File: config.mk
export PLATFORM = sky130hd
export DESIGN_NAME = mode_counter
export DESIGN_NICKNAME = d
export VERILOG_FILES = /design/src/rtl/mode_counter.sv
export SDC_FILE = /design/constraint.sdc
export NUM_CORES = 1
export LEC_CHECK = 0
export ABC_AREA = 1
export CORE_MARGIN = 3
export CORE_UTILIZATION = 55
export DETAILED_ROUTE_END_ITERATION = 8
export PLACE_DENSITY_LB_ADDON = 0.1
export REMOVE_ABC_BUFFERS = 1
export SETUP_SLACK_MARGIN = 0.1
export SLEW_MARGIN = 20
export SYNTH_ARGS = -nofsm -noshare
export SYNTH_HDL_FRONTEND = slang
export SYNTH_SLANG_ARGS = --single-unit
export TNS_END_PERCENT = 50
File: constraint.sdc
create_clock -name clk -period 5.05 [get_ports clk]
set_input_delay 1.01 -clock clk [delete_from_list [all_inputs] [get_ports clk]]
set_output_delay 1.01 -clock clk [all_outputs]
set_load 0.03 [all_outputs]
File: src/rtl/mode_counter.sv
// rtl/mode_counter.sv - bounded up/down counter with wrap/saturate modes, wrap pulse, wrap count and sticky saturation flag
module mode_counter #(
  parameter int N      = 16,
  parameter int WRAP_W = 8
) (
  input  logic              clk,
  input  logic              rstn,
  input  logic              enable,
  input  logic              clear,
  input  logic              load,
  input  logic [N-1:0]      D,
  input  logic              up,
  input  logic              sat,
  input  logic [N-1:0]      limit,
  output logic [N-1:0]      Q,
  output logic              tc,
  output logic              wrap,
  output logic [WRAP_W-1:0] wrap_cnt,
  output logic              sat_hit
);

  localparam logic [N-1:0]      ONE_N  = {{(N-1){1'b0}}, 1'b1};
  localparam logic [WRAP_W-1:0] ONE_W  = {{(WRAP_W-1){1'b0}}, 1'b1};
  localparam logic [WRAP_W-1:0] MAX_W  = {WRAP_W{1'b1}};

  logic [N-1:0]      q_q, q_d;
  logic              wrap_q, wrap_d;
  logic [WRAP_W-1:0] wrap_cnt_q, wrap_cnt_d;
  logic              sat_hit_q, sat_hit_d;

  logic              at_top;
  logic              at_bot;
  logic              wrap_evt;

  // Boundary detection; a count left above a lowered limit counts as the top.
  always_comb begin
    at_top = (q_q >= limit);
    at_bot = (q_q == '0);
    tc     = enable & (up ? at_top : at_bot);
  end

  // Next-state: clear beats load beats enable; otherwise everything holds.
  always_comb begin
    q_d        = q_q;
    wrap_d     = 1'b0;
    wrap_cnt_d = wrap_cnt_q;
    sat_hit_d  = sat_hit_q;
    wrap_evt   = 1'b0;
    if (clear) begin
      q_d        = '0;
      wrap_cnt_d = '0;
      sat_hit_d  = 1'b0;
    end else if (load) begin
      q_d = (D > limit) ? limit : D;
    end else if (enable) begin
      if (up) begin
        if (!at_top) begin
          q_d = q_q + ONE_N;
        end else if (sat) begin
          sat_hit_d = 1'b1;
        end else begin
          q_d      = '0;
          wrap_evt = 1'b1;
        end
      end else begin
        if (!at_bot) begin
          q_d = q_q - ONE_N;
        end else if (sat) begin
          sat_hit_d = 1'b1;
        end else begin
          q_d      = limit;
          wrap_evt = 1'b1;
        end
      end
    end
    if (wrap_evt) begin
      wrap_d = 1'b1;
      if (wrap_cnt_q != MAX_W) begin
        wrap_cnt_d = wrap_cnt_q + ONE_W;
      end
    end
  end

  // State registers; reset also drops any pending wrap pulse.
  always_ff @(posedge clk or negedge rstn) begin
    if (!rstn) begin
      q_q        <= '0;
      wrap_q     <= 1'b0;
      wrap_cnt_q <= '0;
      sat_hit_q  <= 1'b0;
    end else begin
      q_q        <= q_d;
      wrap_q     <= wrap_d;
      wrap_cnt_q <= wrap_cnt_d;
      sat_hit_q  <= sat_hit_d;
    end
  end

  assign Q        = q_q;
  assign wrap     = wrap_q;
  assign wrap_cnt = wrap_cnt_q;
  assign sat_hit  = sat_hit_q;

endmodule

==> metrics.md <==
| Metric | Value |
|---|---|
| DR WL/cell | 14.8 µm |
| DRC Markers | 0 |
| Sequential area share after synthesis | 17.7% |
| Worst Path Buf+Inv | 4 |
| # resized after CTS | 0 |
| Area leader, netlist | nand2_1 |
| Root buf cell | clkbuf_8 |
| Power per cell area | 216 nW/µm² |
| R2R setup slack | 2.39 ns |
| Finish-stage setup viols | 0 |
| Max Slew Vio Count | 0 |
| Die area | 7710 µm² |
| Post-synth EDFFs | 0 |
| Crit path arrival time | 3.33 ns |
| Crit path cell chain | clkdlybuf4s50_1, inv_1, ha_1, inv_1, o21bai_1, nand2_1, nand2_1, nand2_1, nand2_1, nand2_2, nand2_2, nand2_4, nor2_8, clkdlybuf4s50_1 |
| Hold Crit Depth | 2 |
| Hold Path Class | reg2reg |
| Ranking of synthesized cells by area | nand2_1 (23%), dfrtp_1 (18%), ha_1 (12%), nand3_1 (12%), inv_1 (7.2%) |
| FF+latch count, synth | 26 |
| Area share of the largest cell type after synthesis | 22.6% |
| Fraction of layout cells with a size suffix above 1 | 7.50% |
| Vias in the first global route | 3799 |
| Initial antenna violation count | 0 |
| Final instance area | 4420 µm² |
| Period minus WS final | 4.34 ns |
| Total global-route track usage | 28.9% |
| Mapped cell area | 3680 µm² |
| Delay-heaviest family, CP | buffers and inverters |
| GP Congestion | 0.920 |
| Final count of hold timing violations | 0 |
| Half-perimeter wire length after placement | 8730 µm |
| DP Area | 4350 µm² |
| CTS Buf Count | 3 |
| Crit. End Element | output pin |
| Largest net degree at the start of global routing | 27 |
| N_diodes | 0 |
| Die extent in x | 87.8 µm |
| First-pass GRT wire length | 17700 µm |
| Reg2reg start | Q[2]$_DFFE_PN0P_ |
| ANT nets after route | 0 |
| Synth warn | 0 |
| Setup tns final | 0 ns |
| Async SR Flop Fraction | 100% |
| Io pins | 66 |
| Final WL | 11000 µm |
| Avg Cell Area, Syn | 6.03 µm² |
| F_max | 0.231 GHz |
| WHS | 0.553 ns |
| Slowest CP cell | clkdlybuf4s50_1 |
| Worst path max stage delay | 0.68 ns |
| Final Cycle Share | 85.9% |
| Type of the worst setup path | in2out |
| Worst path most repeated cell | nand2_1 |
| Vias/cell | 5.54 |
| CTS sink cnt | 26 |
| Most common cell in the netlist | nand2_1 |
| Post-synth top cells | nand2_1 (222), nand3_1 (86), inv_1 (71) |
| H-tree levels | 1 |
| P_leak | 0.00237 µW |
| Final core occ | 68.8% |
| Max-Slew Margin vs Limit | 47.3% |
| Peak supply drop | 0.000214 V |
| RSZ-0062 raised after global routing | false |
| Fill count | 609 |
| Detailed Routing Iterations Pass 1 | 5 |
| Hold buffer count at cts | 0 |
| Worst-margin pin slew | 0.790 ns |
| Worst-skew pair later-pin latency | 0.27 ns |
| Max-Cap Viols | 0 |
| Max clock buf depth | 2 |
| Max Clock Skew | 0.00594 ns |
| CTS tree | built |
| Row count | 29 |
| Power Total | 956 µW |
| Hold Crit Start | sat_hit$_DFFE_PN0P_ |
| Area growth, synth to finish | 19.9% |
| CP required | 4.04 ns |
| CTS clock-pin slew for the worst setup and hold paths | 0.09 ns |
| # Post-CTS Setup Buffers | 0 |
| Critical Path Fanout Max | 4 |
| Synth unique cells | 36 |
| CORE AREA | 6420 µm² |
| Dominant synthesized flop cell | dfrtp_1 |
| NumNets Final | 742 |
| Post-synthesis cell count | 611 |
| Initial Utilization | 57.4% |
| Initial DRC Count | 306 |
| R2R cell count | 15 |
| Critical R2R Capture | Q[10]$_DFFE_PN0P_ |
| Hold Path Sink | sat_hit$_DFFE_PN0P_ |
| Status | finished clean |
| Vias | 4124 |
| Grt ovf | 0 |
| I/O Buffers | 65 |
| Startpoint Class | input pin |
| Die Y-Extent | 87.8 µm |
[worst min-delay path: stages, from the launching register on]
cell and delay (ns):
dfrtp_1 0.38, nand3_1 0.08, nand2_1 0.06
[sequential cells by signal, summed over array words and instances, names as in the netlist]
| name | cells |
|---|---|
| wrap | 1 |
| wrap_cnt | 8 |
| sat_hit | 1 |
| Q | 16 |
[where the power goes]
part,internal [µW],leakage (µW),switching [µW]
Sequential,226,0.000350,54.6
Clock,106,0.0000357,68.8
Combinational,193,0.00198,307
[metrics by stage]
stage	std cells	worst slack, ns
3_3_place_gp	740	0.763
5_1_grt	744	0.586
6_report	744	0.714
3_5_place_dp	740	0.734
2_1_floorplan	595	1.82
4_1_cts	744	0.728
[cell type report]
type                       count  area [µm²]  share of cell area [%]
tap                           77        96.3                    2.18
clock inverter                 1        30.0                   0.680
sequential                    26         651                    14.7
clock buffer                   3        41.3                   0.935
inverter                      79         297                    6.71
timing repair buffer          68         673                    15.2
multi-input combinational    490        2630                    59.5
[worst max-delay path by stage]
stage,end,from,cells after the start
final,tc,limit[1],14
after floorplan,tc,limit[7],12
after global routing,tc,limit[6],14
after detailed placement,tc,limit[1],14
after CTS,tc,limit[1],14
after global placement,tc,limit[1],14
[metal layers]
metal	global-route usage [%]	part of all wire, %
met5	0	0
met4	8.09	2.8
met3	3.10	5.2
met2	51.0	48
met1	37.1	44
[placed cells by master, fill, tap and decap left out, types with 5 or more instances in the layout]
cell | synthesis | routed
inv_2 | 7 | 7
a21oi_1 | 10 | 10
nand2_1 | 222 | 222
nor2_1 | 45 | 44
clkdlybuf4s50_1 | 0 | 65
inv_1 | 71 | 71
dfrtp_1 | 26 | 26
o21ai_1 | 5 | 5
nand4_1 | 5 | 5
ha_1 | 35 | 35
xor2_1 | 18 | 18
o211ai_1 | 8 | 8
nand3_1 | 86 | 86
o21ai_0 | 13 | 13
nor2_2 | 7 | 8
nand2_2 | 9 | 9
[kinds of logic after synthesis]
group                    share of synthesized area, %
flip-flops                                       17.7
XOR/XNOR                                         4.28
adder cells (fa/ha/maj)                          11.9
buffers and inverters                            11.0
multiplexers                                    0.306
AO/OA/AOI/OAI                                    6.83
AND/OR/NAND/NOR                                  48.0
No activity file was read; power rests on OpenSTA's default activity.
